### src/rtl/serial_seq_tx.sv
// serial_seq_tx: framed serial transmitter (start, data MSB-first, opt. parity, stop).
// Ports: clk, rst_n, start/data/ready handshake in; xout, busy, done, frame_cnt out.
// Build option: define SERIAL_SEQ_TX_PARITY_EN to add an even-parity bit before stop.
// xout is registered: each edge loads the bit that belongs to the state being entered.
// ready = state is IDLE; busy = !ready; done pulses in the first IDLE cycle after STOP.
module serial_seq_tx #(
  parameter int WIDTH = 8,
  parameter int CNT_W = 8
) (
  input  logic             clk,
  input  logic             rst_n,
  input  logic             start,
  input  logic [WIDTH-1:0] data,
  output logic             ready,
  output logic             xout,
  output logic             busy,
  output logic             done,
  output logic [CNT_W-1:0] frame_cnt
);

  localparam int BW = $clog2(WIDTH);
  localparam logic [BW-1:0] LAST = BW'(WIDTH - 1);

  localparam logic [2:0] S_IDLE  = 3'd0;
  localparam logic [2:0] S_START = 3'd1;
  localparam logic [2:0] S_DATA  = 3'd2;
`ifdef SERIAL_SEQ_TX_PARITY_EN
  localparam logic [2:0] S_PAR   = 3'd3;
`endif
  localparam logic [2:0] S_STOP  = 3'd4;

  logic [2:0]       state_q;
  logic [2:0]       state_d;
  logic [WIDTH-1:0] sreg_q;
  logic [WIDTH-1:0] sreg_d;
  logic [BW-1:0]    bcnt_q;
  logic [BW-1:0]    bcnt_d;
  logic             xout_d;
  logic             done_d;
  logic [CNT_W-1:0] cnt_d;
  logic             accept;

`ifdef SERIAL_SEQ_TX_PARITY_EN
  // Parity is captured at acceptance because the shift
  // register no longer holds the word by the PAR state.
  logic par_q;
  logic par_d;
`endif

  assign ready  = (state_q == S_IDLE);
  assign busy   = ~ready;
  assign accept = start & ready;

  always_comb begin
    state_d = state_q;
    sreg_d  = sreg_q;
    bcnt_d  = bcnt_q;
    xout_d  = 1'b0;
    done_d  = 1'b0;
    cnt_d   = frame_cnt;
`ifdef SERIAL_SEQ_TX_PARITY_EN
    par_d   = par_q;
`endif
    case (state_q)
      S_IDLE: begin
        if (accept) begin
          state_d = S_START;
          sreg_d  = data;
          bcnt_d  = '0;
          xout_d  = 1'b1;
`ifdef SERIAL_SEQ_TX_PARITY_EN
          par_d   = ^data;
`endif
        end
      end
      S_START: begin
        state_d = S_DATA;
        xout_d  = sreg_q[WIDTH-1];
        sreg_d  = sreg_q << 1;
      end
      S_DATA: begin
        if (bcnt_q == LAST) begin
`ifdef SERIAL_SEQ_TX_PARITY_EN
          state_d = S_PAR;
          xout_d  = par_q;
`else
          state_d = S_STOP;
          xout_d  = 1'b0;
`endif
        end else begin
          bcnt_d = bcnt_q + BW'(1);
          xout_d = sreg_q[WIDTH-1];
          sreg_d = sreg_q << 1;
        end
      end
`ifdef SERIAL_SEQ_TX_PARITY_EN
      S_PAR: begin
        state_d = S_STOP;
        xout_d  = 1'b0;
      end
`endif
      S_STOP: begin
        state_d = S_IDLE;
        done_d  = 1'b1;
        cnt_d   = frame_cnt + CNT_W'(1);
      end
      default: begin
        state_d = S_IDLE;
      end
    endcase
  end

  always_ff @(posedge clk or negedge rst_n) begin
    if (!rst_n) begin
      state_q   <= S_IDLE;
      sreg_q    <= '0;
      bcnt_q    <= '0;
      xout      <= 1'b0;
      done      <= 1'b0;
      frame_cnt <= '0;
    end else begin
      state_q   <= state_d;
      sreg_q    <= sreg_d;
      bcnt_q    <= bcnt_d;
      xout      <= xout_d;
      done      <= done_d;
      frame_cnt <= cnt_d;
    end
  end

`ifdef SERIAL_SEQ_TX_PARITY_EN
  always_ff @(posedge clk or negedge rst_n) begin
    if (!rst_n) begin
      par_q <= 1'b0;
    end else begin
      par_q <= par_d;
    end
  end
`endif

endmodule

### config.mk
export PLATFORM = sky130hd
export DESIGN_NAME = serial_seq_tx
export DESIGN_NICKNAME = d
export VERILOG_FILES = /design/src/rtl/serial_seq_tx.sv
export SDC_FILE = /design/constraint.sdc
export NUM_CORES = 1
export LEC_CHECK = 0
export CORE_MARGIN = 1.5
export CORE_UTILIZATION = 45
export DETAILED_ROUTE_END_ITERATION = 8
export DONT_BUFFER_PORTS = 1
export MAX_ROUTING_LAYER = met4
export SETUP_SLACK_MARGIN = 0.4
export SYNTH_ARGS = -nofsm -noshare
export SYNTH_HDL_FRONTEND = slang
export SYNTH_SLANG_ARGS = --single-unit
### constraint.sdc
create_clock -name clk -period 2.76 [get_ports clk]
set_input_delay 0.69 -clock clk [delete_from_list [all_inputs] [get_ports clk]]
set_output_delay 0.69 -clock clk [all_outputs]
set_load 0.02 [all_outputs]
==> out/metrics.cfg <==
[sta]
fin_tns_setup_ps = 0
hold_violations = 0
fin_skew_ps = 6.59
max_freq_mhz = 461
period_share_pct = 78.6
slew_viol_final = 0
rsz0062_at_grt = false
timing.final.ws_setup_ps = 590
fin_crit_ps = 2170
setup_violations = 0
tightest_slew_ps = 605
relSlewSlack_pct = 59.5

[detailed_routing]
totalWireLength_um = 1950
routedWlPerCell_um = 16.2
vias_per_cell = 6.06
num_vias = 727
ant_nets = 0
dr.pass1.iters = 3
drtIter0Drc = 10
drc = 0

[yosys]
synth_fp_nets = 104
synth_seq_cells = 24
synth_top_area_cell = dfrtp_1
netlist_area_um2 = 1130
ys_types = 27
synth.avg_cell_area_um2 = 12.6
seq_area_frac_synth_pct = 53.0
yosys.area.top_type_share_pct = 53.0
synth_area_leaders = dfrtp_1 53%, a221oi_1 5.4%, a2bb2oi_1 5.4%
syn_inst = 90
yosys_warnings = 0

[grt]
antenna_found_initial = 0
overflow = 0
grt_pass1_wl_um = 3240
track_usage_pct = 16.4
first_global_vias = 740
grt_max_degree = 25

[layout]
fin_cells = 120
nNetsFinal = 105
final_cell_mix = 24 x dfrtp_1, 8 x o21ai_0, 7 x xnor2_1, 7 x a221oi_1, 7 x a2bb2oi_1
drive_gt1_share_pct = 14.4
area_delta_synth_final_pct = 5.41
final_common_cell = dfrtp_1
antenna_cells = 0

[power]
p_comb_share_pct = 37.6
p_per_area_nw_per_um2 = 1090
max-vdd-ir-drop_uv = 497
seq_power_share_pct = 43.0
p_sw_share_pct = 35.1
switching_power_uw = 458
p_leak_nw = 0.527
power.internal_uw = 846
clkPwrFrac_pct = 19.4

[floorplanning]
initial_core_util_pct = 46.6
die_w_um = 53.2
core_um2 = 2430
pin_count = 23
die_y_um = 53.2
dieArea_um2 = 2830
num_rows = 18

[outcome]
status = complete, no violations

[clocking]
clkSinkCount = 24
cts_tree = yes
cts_hold_buf = 0
cts.repair.resized = 1
numCtsBuffers = 3
cts_root_buffer = clkbuf_4
clkTransAtPathRegs_ps = 140
clock_latency_ps = 310
h-tree-depth = 1
clock_path_buffers = 2
post_cts_buffers = 0

[placement]
place_ws_ps = 681
post-dp-hpwl_um = 1340
port_buffers = 0
placed_cells = 116
gp_congestion = 0.687

[critical_path]
worstSetupStartpointType = register
r2r_cells = 5
arrival_ps = 1480
critPathMaxFanout = 10
cp-end-kind = output pin
critPathKind = reg -> out
r2r-end = sreg_q[3]$_DFFE_PN0P_
rrSetupSlack_ps = 790
r2r_start = bcnt_q[0]$_DFFE_PN0P_
required_ps = 2070

[flow_run]
cap_viol_max_count = 0

[worst_hold_path]
hold_class = in -> async

power by group through the flow:
stage	logic, mW	clock network, mW	registers (mW)
6_report	0.491	0.253	0.561
4_1_cts	0.499	0.260	0.562
3_5_place_dp	0.494	0	0.566
3_3_place_gp	0.482	0	0.562
5_1_grt	0.553	0.274	0.575
2_1_floorplan	0.482	0	0.521
layout make-up:
class                           count  area (µm²)
Sequential cell                    24         601
Tap cell                           30        37.5
Timing Repair Buffer                1        7.51
Inverter                            2        7.51
Multi-Input combinational cell     59         489
Clock buffer                        3        22.5
Fill cell                         218        1240
Clock inverter                      1        30.0
synthesized netlist by cell type, drive strengths merged:
cell	number
dfrtp	24
o21ai	8
a221oi	7
a2bb2oi	7
xnor2	7
buf	4
nand4	4
ha	3
nand2	3
a21oi	2
a22o	2
and3	2
inv	2
mux2	2
nor4b	2
xor2	2
a21o	1
clkbuf	1
nand2b	1
nor2	1
nor3	1
nor3b	1
nor4bb	1
o21bai	1
or3b	1
stage by stage:
step | area [µm²] | hold WS, ps | utilization, % | power, mW
finish | 1190 | 47.6 | 49.1 | 1.30
detailed placement | 1140 | 395 | 46.8 | 1.06
CTS | 1190 | 32.3 | 49.1 | 1.32
floorplan | 1130 | 394 | - | 1.00
global placement | 1140 | 395 | 46.8 | 1.04
global route | 1190 | 16.7 | 49.1 | 1.40
critical path, stage by stage, from the launching register on:
cell and delay (ps):
dfrtp_1 540, nor3_2 430, inv_1 210
registers in the layout (all words and copies together) (netlist names):
register and flops:
bcnt_q 3, done 1, frame_cnt 8, sreg_q 8, state_q 3, xout 1
worst max path at each step:
stage / startpoint / to / slack, ps / cells past startpoint
final: state_q[0]$_DFFE_PN0P_ / busy / 590 / 2
after global routing: state_q[0]$_DFFE_PN0P_ / busy / 500 / 2
after CTS: state_q[0]$_DFFE_PN0P_ / busy / 570 / 2
after detailed placement: state_q[0]$_DFFE_PN0P_ / busy / 680 / 2
after global placement: state_q[0]$_DFFE_PN0P_ / busy / 680 / 2
after floorplan: state_q[2]$_DFFE_PN0P_ / busy / 510 / 4
routing by layer:
layer	up-vias	share of wire (%)	global-route usage, %
met5	-	0	-
met4	0	0.77	7.69
met3	2	4.5	3.11
met2	15	46	25.2
met1	367	49	20.8
li1	343	-	-
cells by family after synthesis:
kind of cell               after synthesis  share of synthesized area [%]
AOI/OAI and AO/OA                       28                           19.4
DFF                                     24                           53.0
and+or+nand+nor                         17                           11.0
xor gates and xnor gates                 9                           6.95
buffers and inverters                    7                           4.30
adders and majority gates                3                           3.31
muxes                                    2                           1.99
Power figures use the tool's default switching activity.
